===== src/rtl/uart_led_ctrl.sv =====
// Multi-channel LED controller fed by decoded UART packets: OFF/ON/BLINK/PWM per channel,
// millisecond tick prescaler, ack/err pulses. Define UART_LED_PWM_EN to build PWM mode (cmd 0x03).
module uart_led_ctrl #(
  parameter int CH_NUM   = 4,
  parameter int TICK_DIV = 50000
) (
  input  logic              sys_clk,
  input  logic              sys_rst,
  input  logic              pkt_valid,
  input  logic [7:0]        pkt_cmd,
  input  logic [7:0]        pkt_chan,
  input  logic [15:0]       pkt_arg0,
  input  logic [15:0]       pkt_arg1,
  output logic [CH_NUM-1:0] led,
  output logic              cmd_ack,
  output logic              cmd_err
);

  localparam int            DW       = (TICK_DIV > 1) ? $clog2(TICK_DIV) : 1;
  localparam logic [DW-1:0] DIV_LAST = DW'(TICK_DIV - 1);
  localparam logic [7:0]    CH_LIM   = 8'(CH_NUM);
  localparam logic [7:0]    C_OFF     = 8'h00;
  localparam logic [7:0]    C_ON      = 8'h01;
  localparam logic [7:0]    C_BLINK   = 8'h02;
  localparam logic [7:0]    C_PWM     = 8'h03;
  localparam logic [7:0]    C_ALL_OFF = 8'h04;
  localparam logic [7:0]    C_ALL_ON  = 8'h08;

  typedef enum logic [2:0] {
    S_OFF,
    S_ON,
    S_BLK_ON,
    S_BLK_OFF,
    S_PWM
  } ch_state_t;

  logic [DW-1:0] div_cnt;
  logic          tick;

  ch_state_t   st      [CH_NUM];
  ch_state_t   st_nx   [CH_NUM];
  logic [15:0] on_len  [CH_NUM];
  logic [15:0] on_nx   [CH_NUM];
  logic [15:0] off_len [CH_NUM];
  logic [15:0] off_nx  [CH_NUM];
  logic [15:0] ph_cnt  [CH_NUM];
  logic [15:0] ph_nx   [CH_NUM];
  logic [CH_NUM-1:0] led_nx;
`ifdef UART_LED_PWM_EN
  logic [7:0] pwm_cnt;
  logic [7:0] duty    [CH_NUM];
  logic [7:0] duty_nx [CH_NUM];
`endif

  logic chan_cmd, glob_cmd, chan_ok, args_ok, accept, reject, hit;

  assign tick = (div_cnt == DIV_LAST);

  always_comb begin
    chan_cmd = (pkt_cmd == C_OFF) || (pkt_cmd == C_ON) || (pkt_cmd == C_BLINK);
`ifdef UART_LED_PWM_EN
    chan_cmd = chan_cmd || (pkt_cmd == C_PWM);
`endif
    glob_cmd = (pkt_cmd == C_ALL_ON) || (pkt_cmd == C_ALL_OFF);
    chan_ok  = (pkt_chan == 8'hFF) || (pkt_chan < CH_LIM);
    args_ok  = !((pkt_cmd == C_BLINK) && ((pkt_arg0 == '0) || (pkt_arg1 == '0)));
    accept   = pkt_valid && (glob_cmd || (chan_cmd && chan_ok && args_ok));
    reject   = pkt_valid && !accept;
  end

  always_comb begin
    hit    = 1'b0;
    led_nx = '0;
    for (int unsigned i = 0; i < CH_NUM; i++) begin
      st_nx[i]  = st[i];
      on_nx[i]  = on_len[i];
      off_nx[i] = off_len[i];
      ph_nx[i]  = ph_cnt[i];
`ifdef UART_LED_PWM_EN
      duty_nx[i] = duty[i];
`endif
      if (tick) begin
        if (st[i] == S_BLK_ON) begin
          if (ph_cnt[i] + 16'd1 == on_len[i]) begin
            st_nx[i] = S_BLK_OFF;
            ph_nx[i] = '0;
          end else begin
            ph_nx[i] = ph_cnt[i] + 16'd1;
          end
        end else if (st[i] == S_BLK_OFF) begin
          if (ph_cnt[i] + 16'd1 == off_len[i]) begin
            st_nx[i] = S_BLK_ON;
            ph_nx[i] = '0;
          end else begin
            ph_nx[i] = ph_cnt[i] + 16'd1;
          end
        end
      end
      // A command overrides any phase step computed above for the same cycle
      hit = accept && (glob_cmd || (pkt_chan == 8'hFF) || (pkt_chan == 8'(i)));
      if (hit) begin
        ph_nx[i] = '0;
        case (pkt_cmd)
          C_ON, C_ALL_ON: st_nx[i] = S_ON;
          C_BLINK: begin
            st_nx[i]  = S_BLK_ON;
            on_nx[i]  = pkt_arg0;
            off_nx[i] = pkt_arg1;
          end
`ifdef UART_LED_PWM_EN
          C_PWM: begin
            st_nx[i]   = S_PWM;
            duty_nx[i] = pkt_arg0[7:0];
          end
`endif
          default: st_nx[i] = S_OFF;
        endcase
      end
      case (st_nx[i])
        S_ON, S_BLK_ON: led_nx[i] = 1'b1;
`ifdef UART_LED_PWM_EN
        S_PWM:          led_nx[i] = (pwm_cnt < duty_nx[i]);
`endif
        default:        led_nx[i] = 1'b0;
      endcase
    end
  end

  always_ff @(posedge sys_clk or posedge sys_rst) begin
    if (sys_rst) begin
      div_cnt <= '0;
      led     <= '0;
      cmd_ack <= 1'b0;
      cmd_err <= 1'b0;
`ifdef UART_LED_PWM_EN
      pwm_cnt <= '0;
`endif
      for (int unsigned i = 0; i < CH_NUM; i++) begin
        st[i]      <= S_OFF;
        on_len[i]  <= '0;
        off_len[i] <= '0;
        ph_cnt[i]  <= '0;
`ifdef UART_LED_PWM_EN
        duty[i]    <= '0;
`endif
      end
    end else begin
      div_cnt <= tick ? '0 : div_cnt + DW'(1);
      led     <= led_nx;
      cmd_ack <= accept;
      cmd_err <= reject;
`ifdef UART_LED_PWM_EN
      pwm_cnt <= pwm_cnt + 8'd1;
`endif
      for (int unsigned i = 0; i < CH_NUM; i++) begin
        st[i]      <= st_nx[i];
        on_len[i]  <= on_nx[i];
        off_len[i] <= off_nx[i];
        ph_cnt[i]  <= ph_nx[i];
`ifdef UART_LED_PWM_EN
        duty[i]    <= duty_nx[i];
`endif
      end
    end
  end

endmodule

===== config.mk =====
export PLATFORM = sky130hd
export DESIGN_NAME = uart_led_ctrl
export DESIGN_NICKNAME = d
export VERILOG_FILES = /design/src/rtl/uart_led_ctrl.sv
export SDC_FILE = /design/constraint.sdc
export NUM_CORES = 1
export LEC_CHECK = 0
export ABC_AREA = 1
export CORE_AREA = 2 2 214 216
export DETAILED_ROUTE_END_ITERATION = 10
export DIE_AREA = 0 0 216 218
export PLACE_DENSITY = 0.52
export SYNTH_ARGS = -nofsm -noshare
export SYNTH_HDL_FRONTEND = slang
export SYNTH_SLANG_ARGS = --single-unit

===== constraint.sdc =====
create_clock -name sys_clk -period 23.8 [get_ports sys_clk]
set_input_delay 4.76 -clock sys_clk [delete_from_list [all_inputs] [get_ports sys_clk]]
set_output_delay 4.76 -clock sys_clk [all_outputs]
set_load 0.01 [all_outputs]

# Yosys cells after proc, flatten, opt, wreduce, memory -nomap -nowiden
# Index checks and enable logic that the tools add are counted.
# op_classes
muxes	54
bitwise	0
n_addsub	5
n_reduce_logical	47
shift	0
order_cmp	1
n_mul	0
div	0
eq_ne	33
# ops
cell	n
two-way mux 16 bit	25
equality test 16 bit	8
adder 16 x 1 -> 16 bit (second input constant)	5
two-way mux 3 bit	24
equality test 3 x 2 -> 1 bit (second input constant)	12
zero test 16 bit	2
equality test 8 x 2 -> 1 bit (second input constant)	3
equality test 16 bit (second input constant)	1
equality test 8 x 1 -> 1 bit (second input constant)	2
zero test 8 bit	2
AND reduction 2 bit	8
equality test 3 x 1 -> 1 bit (second input constant)	4
nonzero test 3 bit	4
logical OR 1 bit	11
OR reduction 2 bit	5
logical AND 1 bit	9
equality test 8 x 3 -> 1 bit (second input constant)	1
equality test 8 x 4 -> 1 bit (second input constant)	1
equality test 8 bit (second input constant)	1
less-than comparator 8 x 3 -> 1 bit (second input constant)	1
nonzero test 2 bit	4
two-way mux 1 bit	4
case mux 2 bit (2 select lines)	1
zero test 1 bit	2
# totals
rom_bits	0
in_bits	51
mem_count	0
reg_bits	226
latchBits	0
mem_bits_rw	0

# Logic depth before layout (Yosys ltp)
# Gate-level depths: netlist of the first run.
# depth
word_depth	12
ltp_mapped	18
depth_no_buf	18

# Least setup slack after synthesis of the first run
# No wires, ideal clock.
# synth_timing
path_kind	input to register
start	input pkt_cmd[7]
end	register ph_cnt[34] (netlist bit)
setup_time_ns	0.130
setup_slack_ns	17.260
cell_stages	12
t_arrival_ns	6.410
required_time_ns	23.670
path_cell_list	nor2_1 nand2_1 nor3_2 o21ai_1 and2_1 o31ai_1 nand4_1 nand2_1 inv_1 clkbuf_1 nand2_1 o21ai_1
# synth_via
elab_chain_cells	10
# synth_lines
element	line	text
start: declaration	10	input logic [7:0] pkt_cmd,
equality test 8 x 1 -> 1 bit or zero test 8 bit (tied branches)	60	chan_cmd = (pkt_cmd == C_OFF) || (pkt_cmd == C_ON) || (pkt_cmd == C_BLINK);
logical OR 1 bit (2 in a row)	60	
logical AND 1 bit (2 in a row)	67	accept = pkt_valid && (glob_cmd || (chan_cmd && chan_ok && args_ok));
logical OR 1 bit	67	
logical AND 1 bit	67	
logical AND 1 bit *	100	hit = accept && (glob_cmd || (pkt_chan == 8'hFF) || (pkt_chan == 8'(i)));
nonzero test 3 bit (no line) or nonzero test 2 bit (tied branches)	-	
AND reduction 2 bit (no line)	-	
end signal: indexed assignment	159	ph_cnt[i] <= ph_nx[i];
end: declaration	46	logic [15:0] ph_cnt [CH_NUM];
# Mark *: on every way between the ends. The rest lies on a longest branch, timed or not.
# A chain may end at the register's enable or synchronous reset.

# Final worst setup path of the first run
# layout_timing
start	input pkt_cmd[3]
end	register off_len[24] (netlist bit)
# layout_via
elab_chain_cells	9
# layout_lines
element	line	text
equality test 8 x 1 -> 1 bit or zero test 8 bit (tied branches)	60	
logical OR 1 bit (2 in a row)	60	
logical AND 1 bit (2 in a row)	67	
logical OR 1 bit	67	
logical AND 1 bit	67	
logical AND 1 bit	100	
AND reduction 2 bit (no line) *	-	
end signal: indexed assignment	158	off_len[i] <= off_nx[i];
end: declaration	44	logic [15:0] off_len [CH_NUM];
# Marks and branches as above.

==> impl_results.md, run 1 <==
* Row count at 78
* Clk Latency, worst-skew pair at 0.56 ns
* Final Cycle Share at 0.326
* Int Power at 0.636 mW
* ANT nets after route at 0
* Synth cell types at 45
* First-pass GRT wire length at 66,400 um
* Initial antenna violation count at 0
* Critical path peak fanout at 59
* Area Overhead vs Synth at 14.8%
* Total gr overflow at 0
* Critical path class: in2reg
* Top post-synthesis cells by count: 693 x nand2_1, 247 x inv_1, 226 x dfrtp_1
* Switch share at 0.231
* YS warnings at 0
* Pwr Density at 54.4 nW/um^2
* WL final at 41,800 um
* Seq cells post-synth at 226
* Via count of the first global-routing pass at 11,862
* Setup crit end kind: flip-flop
* Die area at 47,100 um^2
* Synthesized net count at 1,954
* Flip-flop and latch area at 5660 um^2
* CTS tree: built
* Filler Cells Inserted at 4,937
* Core footprint at 44,900 um^2
* Gpl congestion at 0.878
* Outcome: complete, no violations
* Layout Nets at 2,003
* Gr usage total at 0.179
* Clock-pin slew on the worst setup and hold paths at 0.06 ns
* Vias per cell at 4.80
* WP data required at 24.27 ns
* Arrival time worst endpoint at 8.22 ns
* Hold_buf cts at 0
* Tightest Hold Check Type: reg2reg
* CTS buffer count at 27
* Yosys top cell area share at 0.427
* Count of pins over their slew limit at 0
* Max-Cap Viols at 0
* Leakage at 7.28 nW
* Detailed-route DRC error count at 0
* Drt pass-1 iters at 5
* Combinational share of power at 0.034
* Root Driver: clkbuf_16
* Die Y at 218 um
* Port Buffers at 56
* Syn avg cell area at 6.98 um^2
* Minimum clock period at 7.76 ns
* Initial core utilization at 0.295
* Post-Syn Area at 13,200 um^2
* Hold Vio Cnt, Final at 0
* Fraction of layout cells with a size suffix above 1 at 0.0438
* Clock power frac at 0.501
* RSZ-0062 raised after global routing: false
* DR vias at 12,303
* Fin Setup TNS at 0 ns
* Top Ports at 57
* Post-placement cell count at 2,518
* Largest net degree at the start of global routing at 93
* Die Width at 216 um
* Critical path startpoint category: input port
* Post-synth EDFFs at 0
* CTS HTree Levels at 1
* PostCTS Resize Cnt at 0
* Cells after Synth at 1,898
* Leading cell types by total area after synthesis: dfrtp_1 43%, nand2_1 20%, nand3_1 7.2%
* Clock buffer depth at 3
* Number of inserted diodes at 0
* Psw at 0.191 mW
* CTS sink count at 226
* Post-Layout Cell Count at 2,564
* Setup bufs post-CTS at 0
* DR WL/cell at 16.3 um
* DRT iter0 DRCs at 854
* Top_reg_cell synth: dfrtp_1
* Final HPWL DP at 30,600 um
* Total power draw at 0.827 mW
* Setup Skew at 0.0241 ns
* Area of the multi-input gates at 6390 um^2
* Fmax at 0.129 GHz
* Peak supply drop at 0.0601 mV
* Flop pwr share at 0.465
* Most common cell in the netlist: nand2_1
* Ys async rst share at 1.00
* Slew headroom at 0.362
* Tightest Pin Transition at 0.956 ns
* Final setup viols at 0
* Largest area contributor in the synthesized netlist: dfrtp_1
* Register area share after synthesis at 0.427
cell families after synthesis:
group                    synth area share
flip-flops                          0.427
adder cells (fa/ha/maj)           0.00473
AO/OA/AOI/OAI                      0.0783
buffers and inverters              0.0902
XOR/XNOR                           0.0299
AND/OR/NAND/NOR                     0.370
final timing paths:
path | from | endpoint | slack (ns) | cells past startpoint
min in group asynchronous | sys_rst | off_len[2] | 4.70 | 2
max | pkt_cmd[3] | off_len[24] | 16.04 | 12
max reg2reg | ph_cnt[16] | ph_cnt[31] | 20.36 | 14
min | div_cnt[0] | div_cnt[0] | 0.46 | 1
max in group asynchronous | sys_rst | ph_cnt[61] | 17.63 | 3
min reg2reg | div_cnt[0] | div_cnt[0] | 0.46 | 1
metal layers:
metal  vias to the layer above  GRT usage  routed length [um]
met4                         0     0.0445                 829
li1                       6153          -                   -
met1                      5852      0.246               19700
met2                       254      0.300               19600
met5                         -          0                   0
met3                        44     0.0206                1700
worst max-delay path, cell delays in order:
cell,delay [ns]
clkdlybuf4s50_1,0.45
inv_1,0.09
nand2_1,0.12
nor4_4,0.59
nand3_1,0.31
nand3b_4,0.22
nand4_2,0.26
inv_2,0.14
nand2_2,0.13
inv_2,0.76
nand2_1,0.24
o21ai_0,0.14
state kept, by name, summed over array words and instances, names as in the netlist:
name,cells
on_len,64
st,12
led,4
cmd_err,1
off_len,64
div_cnt,16
ph_cnt,64
cmd_ack,1
metrics by stage:
step | worst slack (ns) | hold WS, ns | cell area, um^2 | util
after detailed placement | 15.43 | 0.454 | 14300 | 0.319
after CTS | 16.00 | 0.461 | 15200 | 0.339
after global routing | 15.78 | 0.484 | 15200 | 0.339
after floorplan | 12.85 | 0.425 | 13200 | -
after global placement | 15.46 | 0.445 | 14300 | 0.319
final | 16.04 | 0.459 | 15200 | 0.339
cells in the final DEF (no fill, tap or decap), types with 6 or more instances in the layout:
cell type | netlist | routed
nand4_1 | 51 | 51
xnor2_1 | 11 | 11
inv_1 | 247 | 246
xnor3_1 | 6 | 6
nor2_2 | 11 | 11
o21ai_0 | 137 | 137
nand3b_1 | 8 | 8
clkinv_2 | 1 | 7
nand2_1 | 693 | 693
nor2_1 | 146 | 146
o22ai_1 | 10 | 10
clkdlybuf4s50_1 | 0 | 56
dfrtp_1 | 226 | 226
nand2_2 | 6 | 6
a21oi_1 | 13 | 13
nor3_1 | 16 | 16
clkbuf_16 | 0 | 27
inv_2 | 7 | 7
nand3_1 | 191 | 191
o21ai_1 | 21 | 21
xor2_1 | 16 | 16
power by group through the flow:
stage / sequential (mW) / combinational [mW] / clock, mW
5_1_grt: 0.384 / 0.0309 / 0.439
3_3_place_gp: 0.391 / 0.0287 / 0
2_1_floorplan: 0.392 / 0.00776 / 0
4_1_cts: 0.384 / 0.0293 / 0.423
6_report: 0.384 / 0.0285 / 0.414
3_5_place_dp: 0.391 / 0.0291 / 0
cell type report:
type,instances,area share
clock buffer,36,0.0500
multi-input combinational,1379,0.420
tap,600,0.0494
timing repair buffer,58,0.0379
clock inverter,10,0.00691
sequential,226,0.372
inverter,255,0.0635
Power figures use the tool's default switching activity.
==> run 2: changes to the inputs <==
- clock period: 23.8 -> 7.7 ns (I/O delays scaled with it)
==> impl_results.md, run 2 (synthesized netlist as in run 1, its figures left out) <==
* CTS HTree Levels at 1
* Leading cell types in the layout, fill and taps excluded: 693 x nand2_1, 246 x inv_1, 226 x dfrtp_1
* Core footprint at 44,900 um^2
* Leakage at 7.35 nW
* Commonest non-fill, non-tap cell in the layout: nand2_1
* Worst stage delay on the critical path at 0.79 ns
* Filler Cells Inserted at 4,875
* First-pass GRT wire length at 66,400 um
* Drt pass-1 iters at 5
* Layout Nets at 2,005
* Clock buffer depth at 3
* Clock-pin slew on the worst setup and hold paths at 0.06 ns
* Setup Skew at 0.0129 ns
* Final HPWL DP at 30,400 um
* Slew headroom at 0.322
* Number of inserted diodes at 0
* CP cell instances: clkdlybuf4s50_1 -> inv_1 -> nand2_1 -> nor4_4 -> nand3_1 -> nand3b_4 -> nand4_2 -> inv_2 -> nand2_2 -> inv_2 -> nand2_1 -> o21ai_0
* PostCTS Resize Cnt at 0
* Minimum clock period at 4.55 ns
* Setup WS pre-CTS at 2.57 ns
* Setup crit end kind: flip-flop
* Root Driver: clkbuf_16
* Gpl congestion at 0.863
* Die Width at 216 um
* Total power draw at 2.70 mW
* Row count at 78
* Post-placement cell count at 2,520
* Critical path peak fanout at 59
* DR WL/cell at 16.2 um
* Tightest Pin Transition at 1.02 ns
* CTS sink count at 226
* CTS tree: built
* Count of pins over their slew limit at 0
* Die Y at 218 um
* Critical path class: in2reg
* WL final at 41,700 um
* Initial antenna violation count at 0
* WP buf/inv at 4
* Tightest Hold Check Type: reg2reg
* Final Cycle Share at 0.590
* DRT iter0 DRCs at 828
* Worst hold stages at 1
* Fmax at 0.220 GHz
* Hold_buf cts at 0
* Post-Layout Cell Count at 2,569
* Max-Cap Viols at 0
* Peak supply drop at 0.152 mV
* CTS buffer count at 27
* Crit-path leading delay family: simple AND/OR/NAND/NOR gates
* Hold Vio Cnt, Final at 0
* ANT nets after route at 0
* Utilization after layout at 0.342
* Largest regs: off_len x64, on_len x64, ph_cnt x64
* Top Ports at 57
* Pwr Density at 176 nW/um^2
* Port Buffers at 56
* Outcome: complete, no violations
* Via count of the first global-routing pass at 11,937
* Detailed-route DRC error count at 0
* Final setup viols at 0
* Fraction of layout cells with a size suffix above 1 at 0.0472
* Total gr overflow at 0
* Clk Latency, worst-skew pair at 0.55 ns
* Critical path startpoint category: input port
* RSZ-0062 raised after global routing: false
* Setup bufs post-CTS at 0
* CP max-delay cell: inv_2
* Stages on worst setup path at 12
* DR vias at 12,283
* Area Overhead vs Synth at 15.9%
* Largest net degree at the start of global routing at 137
* Setup WS post-layout at 3.15 ns
* Gr usage total at 0.179
* Vias per cell at 4.78
* Worst reg2reg path depth at 14
* Fin Setup TNS at 0 ns
* Die area at 47,100 um^2
* Arrival time worst endpoint at 5.00 ns
* WP data required at 8.16 ns
* Initial core utilization at 0.295
run 2: cell types whose count changed in the layout (fill, tap and decap cells not counted):
cell and delta:
inv_6 +1, clkbuf_8 +3, clkinvlp_4 +1, buf_4 +1, inv_8 -1, bufinv_16 +3
clkinv_2 -2, clkbuf_1 -2, buf_12 +1
run 2: final timing paths:
kind	start	end	slack, ns
min in group asynchronous	sys_rst	off_len[4]	1.39
setup reg to reg	ph_cnt[16]	ph_cnt[31]	4.20
hold / removal	div_cnt[0]	div_cnt[0]	0.46
hold reg to reg	div_cnt[0]	div_cnt[0]	0.46
setup / recovery	pkt_cmd[3]	off_len[31]	3.15
max in group asynchronous	sys_rst	on_len[21]	5.01
run 2: layout make-up:
cell class | instances | area [um^2] | share of cell area
Inverter | 255 | 962 | 0.0627
Sequential cell | 226 | 5660 | 0.368
Tap cell | 600 | 751 | 0.0489
Clock buffer | 37 | 793 | 0.0517
Timing Repair Buffer | 60 | 603 | 0.0393
Multi-Input combinational cell | 1379 | 6390 | 0.416
Clock inverter | 12 | 194 | 0.0126
run 2: worst register-to-register path, stage by stage (launching register included):
cell,delay [ns]
dfrtp_1,0.63
ha_1,0.27
nand2_1,0.09
nor2_2,0.37
nand2_1,0.09
nand2_1,0.11
nand2_1,0.06
nand2_1,0.11
nand2_1,0.06
nor3_1,0.27
nand4_1,0.17
a21oi_1,0.15
nand3b_1,0.61
nand3b_1,0.31
nand2_1,0.08
run 2: power breakdown:
group	internal [mW]	leakage, nW	switching (mW)
clock	0.885	0.484	0.541
sequential	1.19	2.55	0.000106
combinational	0.0275	4.32	0.0626
total	2.10	7.35	0.604
run 2: metrics by stage:
step | hold slack, ns | cell area (um^2)
6_report | 0.459 | 15300
5_1_grt | 0.499 | 15300
4_1_cts | 0.467 | 15300
3_5_place_dp | 0.458 | 14400
3_3_place_gp | 0.451 | 14400
2_1_floorplan | 0.425 | 13200
run 2: layer usage:
metal | vias up | global-route usage | part of all wire
met5 | - | 0 | 0
met4 | 0 | 0.0527 | 0.025
met3 | 62 | 0.0181 | 0.040
met2 | 218 | 0.300 | 0.47
met1 | 5835 | 0.245 | 0.47
li1 | 6168 | - | -
